**src/rtl/cache_arbiter.sv**
```systemverilog
// Arbitrates icache and dcache line transactions onto one physical-memory port.
// Define CACHE_ARB_ROUND_ROBIN_EN for round-robin contention; otherwise the dcache wins contention.
module cache_arbiter (
    input  logic         clk,
    input  logic         reset,

    input  logic         i_mem_read,
    input  logic         i_mem_write,
    input  logic [15:0]  i_mem_address,
    input  logic [127:0] i_mem_wdata,
    output logic         i_mem_resp,
    output logic [127:0] i_mem_rdata,

    input  logic         d_mem_read,
    input  logic         d_mem_write,
    input  logic [15:0]  d_mem_address,
    input  logic [127:0] d_mem_wdata,
    output logic         d_mem_resp,
    output logic [127:0] d_mem_rdata,

    output logic         pmem_read,
    output logic         pmem_write,
    output logic [15:0]  pmem_address,
    output logic [127:0] pmem_wdata,
    input  logic [127:0] pmem_rdata,
    input  logic         pmem_resp
);

    localparam int unsigned ADDR_W = 16;
    localparam int unsigned LINE_W = 128;

    typedef enum logic [1:0] {
        IDLE = 2'd0,
        BUSY = 2'd1,
        RESP = 2'd2
    } state_e;

    state_e              state_q;
    logic                grant_q;
    logic [ADDR_W-1:0]   addr_q;
    logic [LINE_W-1:0]   wdata_q;
    logic [LINE_W-1:0]   rdata_q;
    logic                pmem_read_q;
    logic                pmem_write_q;
    logic                i_resp_q;
    logic                d_resp_q;
`ifdef CACHE_ARB_ROUND_ROBIN_EN
    logic                last_q;
`endif

    logic                i_req_c;
    logic                d_req_c;
    logic                pick_d_c;
    logic                pick_write_c;

    // Winner selection for the current IDLE cycle; a write takes precedence over a read.
    always_comb begin
        i_req_c      = i_mem_read | i_mem_write;
        d_req_c      = d_mem_read | d_mem_write;
`ifdef CACHE_ARB_ROUND_ROBIN_EN
        pick_d_c     = d_req_c & (~i_req_c | ~last_q);
`else
        pick_d_c     = d_req_c;
`endif
        pick_write_c = pick_d_c ? d_mem_write : i_mem_write;
    end

    always_ff @(posedge clk) begin
        if (reset) begin
            state_q      <= IDLE;
            grant_q      <= 1'b0;
            addr_q       <= '0;
            wdata_q      <= '0;
            rdata_q      <= '0;
            pmem_read_q  <= 1'b0;
            pmem_write_q <= 1'b0;
            i_resp_q     <= 1'b0;
            d_resp_q     <= 1'b0;
`ifdef CACHE_ARB_ROUND_ROBIN_EN
            last_q       <= 1'b0;
`endif
        end else begin
            case (state_q)
                IDLE: begin
                    i_resp_q <= 1'b0;
                    d_resp_q <= 1'b0;
                    if (i_req_c | d_req_c) begin
                        grant_q      <= pick_d_c;
                        addr_q       <= pick_d_c ? d_mem_address : i_mem_address;
                        wdata_q      <= pick_d_c ? d_mem_wdata : i_mem_wdata;
                        pmem_read_q  <= ~pick_write_c;
                        pmem_write_q <= pick_write_c;
                        state_q      <= BUSY;
                    end
                end
                BUSY: begin
                    if (pmem_resp) begin
                        rdata_q      <= pmem_rdata;
                        pmem_read_q  <= 1'b0;
                        pmem_write_q <= 1'b0;
                        i_resp_q     <= ~grant_q;
                        d_resp_q     <= grant_q;
`ifdef CACHE_ARB_ROUND_ROBIN_EN
                        last_q       <= grant_q;
`endif
                        state_q      <= RESP;
                    end
                end
                RESP: begin
                    i_resp_q <= 1'b0;
                    d_resp_q <= 1'b0;
                    state_q  <= IDLE;
                end
                default: begin
                    pmem_read_q  <= 1'b0;
                    pmem_write_q <= 1'b0;
                    i_resp_q     <= 1'b0;
                    d_resp_q     <= 1'b0;
                    state_q      <= IDLE;
                end
            endcase
        end
    end

    assign pmem_read    = pmem_read_q;
    assign pmem_write   = pmem_write_q;
    assign pmem_address = addr_q;
    assign pmem_wdata   = wdata_q;
    assign i_mem_resp   = i_resp_q;
    assign d_mem_resp   = d_resp_q;
    assign i_mem_rdata  = rdata_q;
    assign d_mem_rdata  = rdata_q;

endmodule

```
**config.mk**
```make
export PLATFORM = sky130hd
export DESIGN_NAME = cache_arbiter
export DESIGN_NICKNAME = d
export VERILOG_FILES = /design/src/rtl/cache_arbiter.sv
export SDC_FILE = /design/constraint.sdc
export NUM_CORES = 1
export LEC_CHECK = 0
export CORE_AREA = 2 2 326 328
export DETAILED_ROUTE_END_ITERATION = 10
export DIE_AREA = 0 0 328 330
export GPL_TIMING_DRIVEN = 0
export SYNTH_ARGS = -nofsm -noshare
export SYNTH_HDL_FRONTEND = slang
export SYNTH_SLANG_ARGS = --single-unit
```
**constraint.sdc**
```tcl
create_clock -name clk -period 2.46 [get_ports clk]
set_clock_uncertainty 0.2 [all_clocks]
set_input_delay 0.738 -clock clk [delete_from_list [all_inputs] [get_ports clk]]
set_output_delay 0.738 -clock clk [all_outputs]
set_load 0.1 [all_outputs]
```
After elaboration in Yosys (flattened, before gate mapping):

Index checks and enable logic that the tools add are counted.

* output and inout bits: 404
* bits of input ports: 423
* flip-flop bits (word level): 279

* equality and inequality tests: 4
* bitwise operators: 7
* muxes and demuxes: 11
* reduce and logical (&&, ||, !) cells: 6

Operator list (count)
* 128-bit two-way mux: 1
* 16-bit two-way mux: 1
* 1-bit case mux with 3 select lines: 2
* 2-bit AND reduction: 3
* 1-bit two-way mux: 4
* 2-bit two-way mux: 2
* 2-bit != test (second input constant): 2
* 1-bit inverter: 4
* 2-bit case mux with 2 select lines: 1
* 1-bit bitwise OR: 3
* 3-bit AND reduction: 1
* 2-bit by 1-bit equality test with 1-bit output (second input constant): 1
* 2-bit equality test (second input constant): 1
* 2-bit logical NOT: 1
* 2-bit OR reduction: 1

Logic depth before layout (Yosys ltp):

Gate-level depths: netlist (run 1).

* depth in word-level cells: 5
* gate-level depth with buffers: 6
* gate-level depth less buffers: 3

Worst setup path after synthesis (run 1):

No wires, ideal clock.

* path type: register -> output
* start: reg rdata_q[0], in the netlist d_mem_rdata[0]
* end: out i_mem_rdata[0]
* arrival: 1.373 ns
* path slack: 0.149 ns
* stages on the path, launching flop included: 2
* path through: dfxtp_1 -> buf_4

RTL lines
* start, declared: RTL line 42 `logic [LINE_W-1:0] rdata_q;`
* start signal, assigned: RTL line 98 `rdata_q <= pmem_rdata;`
* end, declared: RTL line 12 `output logic [127:0] i_mem_rdata,`

No word-level cell between the ends.

Final worst setup path (run 1):

* start: reg rdata_q[68], in the netlist d_mem_rdata[68]
* end: out d_mem_rdata[68]

RTL lines
* end, declared: RTL line 19 `output logic [127:0] d_mem_rdata,`

No word-level cell between the ends.

==> results of run 1 <==
[metal layers]
| metal | vias to the layer above | track usage | share of wire |
|---|---|---|---|
| li1 | 7093 | - | - |
| met5 | - | 0 | 0.00050 |
| met4 | 8 | 0.0367 | 0.020 |
| met3 | 108 | 0.0374 | 0.074 |
| met2 | 736 | 0.286 | 0.50 |
| met1 | 7064 | 0.197 | 0.41 |
[area by class of cell]
class                   count  area (µm²)  share of cell area
plain buffers             282        1610              0.0724
flip-flops and latches    279        5610               0.252
multi-input cells         990        5050               0.227
clock buffers              41         950              0.0427
well taps                1391        1740              0.0783
diodes                     11        27.5             0.00124
repair buffers            828        6920               0.311
clock inverters            19         314              0.0141
inverters                   1        3.75            0.000169
[kinds of logic (layout without fill, tap and decap cells)]
kind of cell           after synthesis  in the layout
AND/OR/NAND/NOR                    418            418
other                                0             11
buffers and inverters              283           1171
flip-flops                         279            279
multiplexers                         1              1
AO/OA/AOI/OAI                      571            571
[registers in the layout, indices dropped and copies added, names as in the netlist]
signal	cells
pmem_address	16
pmem_wdata	128
state_q	2
pmem_write	1
d_mem_resp	1
i_mem_resp	1
grant_q	1
d_mem_rdata	128
pmem_read	1
[power by group through the flow]
stage	sequential (mW)	clock [mW]	combinational, mW
finish	5.26	5.81	6.70
global route	5.31	6.14	6.95
CTS	5.27	5.99	6.76
detailed placement	5.37	0	7.04
global placement	5.36	0	7.03
floorplan	7.99	0	1.84
[worst register-to-register path, cell delays in order (launching register included)]
cell and delay, ns:
dfxtp_1 0.36, or2_0 0.23, clkbuf_1 0.19, nor2_4 0.13
buf_2 0.33, clkbuf_1 0.48, a311oi_1 0.18
[layout by cell type (no fill, tap or decap), types with 11 or more instances in the layout]
| cell type | count |
|---|---|
| clkdlybuf4s15_2 | 26 |
| buf_4 | 274 |
| dfxtp_2 | 17 |
| o21ai_0 | 145 |
| nand2_1 | 400 |
| buf_2 | 216 |
| clkbuf_1 | 97 |
| clkbuf_16 | 36 |
| diode_2 | 11 |
| a311oi_1 | 144 |
| a21oi_1 | 277 |
| clkdlybuf4s50_1 | 417 |
| clkbuf_4 | 19 |
| dfxtp_1 | 262 |
| clkbuf_2 | 33 |
| clkdlybuf4s18_2 | 22 |
[path summary, 6_finish.rpt]
kind / start / endpoint / slack, ns / cells after the start
max: d_mem_rdata[68] / d_mem_rdata[68] / 0.04 / 1
min: d_mem_rdata[103] / d_mem_rdata[103] / 0.27 / 2
max reg2reg: state_q[1] / pmem_wdata[86] / 0.22 / 6
min reg2reg: d_mem_rdata[103] / d_mem_rdata[103] / 0.27 / 2
[what timing repair did]
action,in CTS,in global routing
pin swaps,2,0
buffers inserted,3,0
setup endpoints to repair,660,210
cloned,0,0
gates resized for setup,2103,89
[stage by stage]
step	std cells	hold WS, ns
after detailed placement	3768	0.268
after CTS	3831	0.277
after floorplan	1552	0.263
after global placement	3768	0.260
final	3842	0.273
after global routing	3837	0.291
==> metrics, run 1 <==
unrepaired setup endpoints after global routing false; mux contribution to synthesized area 0.000821; FFs w/ async S/R, synth 0; CTS tree yes; max frequency 412 MHz; GP Congestion 0.935; crit path max-delay cell type buf_2; Max Transition Viols Final 0; layout filler cell count 11800; slew margin rel. 0.555; Distinct cells, synth 24; fin util 0.212; area leader, netlist dfxtp_1; Seq/Total Area, Yosys 0.458; fin crit period 2.42 ns; final hold violations 0; top-count cell post-synth nand2_1; nets 2841; layout overhead on the synthesized area 82.2%; WP data arrival 1.49 ns; DRC Markers 0; Hold Path Class reg2reg; startpoint type of the worst setup path flop; CP Buf/Inv Count 1; vias in the first global route 14800; switching part of the total power 0.436; Placed Area 22200 µm²; WL final 92.0 mm; Crit Path Class reg2out; via count 15000; CP top delay family buffers and inverters; Post-Synth Adder-Cell Area 0; Yosys reg bits 279; post-synthesis cell area 12200 µm²; Reg power frac 0.296; CTS root buffer clkbuf_16; Max-Cap Viols 0; DP Worst Slack -1.44 ns; clock latency at the later pin of the worst-skew pair 0.55 ns; Cell Rows 119; compound-cell area share of the yosys netlist 0.279; CTS hold repair buffers 0; Pre-antenna DRT Iters 5; number of synthesized flops with an enable pin 0; Clk network pwr share 0.327; Critical Path RT 1.52 ns; worst-path fanout max 3; core region area 105000 µm²; Yosys top cell area share 0.458; Initial Utilization 0.116; GRT overflow 0; vias per cell 3.91; PnR Total Power 17.8 mW; crit-path cells buf_2; initial antenna violation count 29; Ports 827; Synth area leaders dfxtp_1 (46%), nand2_1 (12%), a21oi_1 (11%), a311oi_1 (10%), buf_4 (7.9%); switching power 7.74 mW; H-tree lvl count 2; DR iter-0 viols 841; yosys warns 0; Final WS setup 0.0356 ns; dominant synthesized flop cell dfxtp_1; design area 22200 µm²; global-route wire length before repair 122 mm; clk sink count 279; die extent in x 328 µm; P_leak 8.83 nW; dpl hpwl 79.6 mm; largest net degree at the start of global routing 15; antenna-violating nets left 0; largest family of logic cells by synthesized area compound AO/OA/AOI/OAI gates; PwrDens 800 nW/µm²; Die H 330 µm; share of cells above drive strength 1 0.275; syn nets 1975; Worst-Margin Slew 0.672 ns; clock-pin transition on the worst setup and hold timing paths 0.06 ns; largest vdd supply drop 0.310 mV; Crit path largest cell delay 0.48 ns; WL per Instance 24.0 µm; ratio of final minimum period to clock period 0.986; Synth Instances 1552; Cell Int Power 10.0 mW; post-synthesis xor/xnor area fraction 0; Max clock buf depth 3; CTS buffer count 36; setup TNS 0 ns; combinational cell fraction of total power 0.377; setup violators final 0; gr usage total 0.162; status finished, final reports clean; full die area 108000 µm²; top post-synthesis cells by count nand2_1 (400), dfxtp_1 (279), a21oi_1 (277); IO buf count 825; syn_area_per_cell 7.86 µm²; crit path capture type output pin; Post-Synth Simple-Gate Area 0.134
No activity file was read; power rests on OpenSTA's default activity.
==> inputs of run 2 (changes only) <==
--- a/config.mk
+++ b/config.mk
@@ -5,6 +5,7 @@
 export SDC_FILE = /design/constraint.sdc
 export NUM_CORES = 1
 export LEC_CHECK = 0
+export ABC_CLOCK_PERIOD_IN_PS = 2460
 export CORE_AREA = 2 2 326 328
 export DETAILED_ROUTE_END_ITERATION = 10
 export DIE_AREA = 0 0 328 330
==> results of run 2 <==
Same layout as run 1: the final DEF is identical, and so are final timing and power.
==> inputs of run 3 (changes only) <==
--- a/config.mk
+++ b/config.mk
@@ -6,6 +6,7 @@
 export NUM_CORES = 1
 export LEC_CHECK = 0
 export ABC_CLOCK_PERIOD_IN_PS = 2460
+export CAP_MARGIN = 30
 export CORE_AREA = 2 2 326 328
 export DETAILED_ROUTE_END_ITERATION = 10
 export DIE_AREA = 0 0 328 330
==> metrics, run 3 (same netlist as run 1, synthesis figures left out) <==
GRT overflow 0 (unchanged); Final WS setup 0.0333 ns (was 0.0356 ns); crit path capture type output pin (unchanged); crit-path cells clkdlybuf4s18_2 (was buf_2); CP Buf/Inv Count 1 (unchanged); hold slack 0.276 ns (was 0.273 ns); final hold violations 0 (unchanged); status finished, final reports clean (unchanged); share of cells above drive strength 1 0.282 (was 0.275); Crit Path Class reg2out (unchanged); Hold Path Class reg2reg (unchanged); design area 25500 µm² (was 22200 µm²); dpl hpwl 79.8 mm (was 79.6 mm); max frequency 412 MHz (about the same); H-tree lvl count 2 (unchanged); CP top delay family buffers and inverters (unchanged); full die area 108000 µm² (unchanged); crit path max-delay cell type clkdlybuf4s18_2 (was buf_2); nets 2930 (was 2841); fin crit period 2.43 ns (was 2.42 ns); PwrDens 728 nW/µm² (was 800 nW/µm²); core region area 105000 µm² (unchanged); Initial Utilization 0.116 (unchanged); worst-path fanout max 2 (was 3); Die H 330 µm (unchanged); DRC Markers 0 (unchanged); IO buf count 825 (unchanged); unrepaired setup endpoints after global routing true (was false); die extent in x 328 µm (unchanged); CTS tree yes (unchanged); via count 15500 (was 15000); gr usage total 0.161 (was 0.162); Worst-Margin Slew 0.643 ns (was 0.672 ns); setup violators final 0 (unchanged); DR iter-0 viols 951 (was 841); initial antenna violation count 25 (was 29); DP Worst Slack -1.45 ns (was -1.44 ns); Pre-antenna DRT Iters 7 (was 5); Max Transition Viols Final 0 (unchanged); antenna-violating nets left 0 (unchanged); Ports 827 (unchanged); most common cell after layout, fill and taps aside clkdlybuf4s50_1 (unchanged); Cell Rows 119 (unchanged); fin util 0.244 (was 0.212); largest vdd supply drop 0.316 mV (was 0.310 mV); ratio of final minimum period to clock period 0.986 (about the same); Max clock buf depth 3 (unchanged); Max-Cap Viols 0 (unchanged); CTS root buffer clkbuf_16 (unchanged); startpoint type of the worst setup path flop (unchanged); CTS buffer count 35 (was 36); WP data arrival 1.49 ns (about the same); P_leak 10.0 nW (was 8.83 nW); GP Congestion 0.935 (unchanged); Crit path largest cell delay 0.56 ns (was 0.48 ns); global-route wire length before repair 123 mm (was 122 mm); clk sink count 279 (unchanged); clock-pin transition on the worst setup and hold timing paths 0.06 ns (about the same); clock latency at the later pin of the worst-skew pair 0.55 ns (about the same); largest net degree at the start of global routing 19 (was 15); Critical Path RT 1.52 ns (about the same); vias per cell 3.94 (was 3.91); Placed Area 25300 µm² (was 22200 µm²); most frequent cells in the layout clkdlybuf4s50_1 (417), nand2_1 (400), a21oi_1 (277) (unchanged); slew margin rel. 0.571 (was 0.555); CTS hold repair buffers 0 (unchanged); WL final 91.6 mm (was 92.0 mm); WL per Instance 23.3 µm (was 24.0 µm); vias in the first global route 15500 (was 14800); layout overhead on the synthesized area 109% (was 82.2%)
-- run 3: cell types whose count changed in the layout (fill, tap and decap cells not counted), moves of 5 or more --
cell	delta
bufinv_16	-5
buf_16	+112
dfxtp_1	-8
dlygate4sd2_1	+28
clkbuf_1	+11
clkdlybuf4s15_2	+45
clkbuf_8	+5
buf_4	-23
clkdlybuf4s15_1	+17
clkbuf_4	-7
clkbuf_2	-5
dfxtp_2	+8
buf_2	-89
-- run 3: what timing repair did --
| action | in CTS | in global routing |
|---|---|---|
| setup endpoints to repair | 567 | 235 |
| endpoints found under the hold margin | 0 | 0 |
| setup buffers | 3 | 0 |
| resized for setup | 1701 | 75 |
| pin swaps | 2 | 0 |
-- run 3: layout make-up --
| class | count | area (µm²) |
|---|---|---|
| antenna | 8 | 20.0 |
| buffer | 281 | 1600 |
| clock buffer | 50 | 1030 |
| clock inverter | 12 | 138 |
| fill | 11500 | 79100 |
| inverter | 1 | 3.75 |
| multi-input combinational | 990 | 5050 |
| sequential | 279 | 5620 |
| tap | 1391 | 1740 |
| timing repair buffer | 919 | 10300 |
-- run 3: worst paths after layout --
check                  start  slack [ns]  depth (start not counted)              end
min reg2reg  d_mem_rdata[88]        0.28                          2  d_mem_rdata[88]
max           pmem_wdata[78]        0.03                          1   pmem_wdata[78]
min          d_mem_rdata[88]        0.28                          2  d_mem_rdata[88]
max reg2reg       state_q[1]        0.15                          6  pmem_wdata[107]
-- run 3: routing by layer --
layer / GRT usage / part of all wire
met5: 0 / 0.00085
met4: 0.0402 / 0.024
met3: 0.0335 / 0.064
met2: 0.288 / 0.50
met1: 0.196 / 0.41
-- run 3: power breakdown --
part           total, mW  leakage [nW]  switching [mW]  internal (mW)
combinational       7.86          7.14            5.27           2.59
sequential          5.31          2.31           0.393           4.92
clock               5.41         0.573            2.26           3.15
-- run 3: stage by stage --
stage	instances	total power, mW	TNS, ns
after global placement	3768	12.4	-303.90
after CTS	3924	18.8	0
final	3931	18.6	0
after detailed placement	3884	13.6	-247.42
after global routing	3927	19.2	-0.591
after floorplan	1552	9.83	0
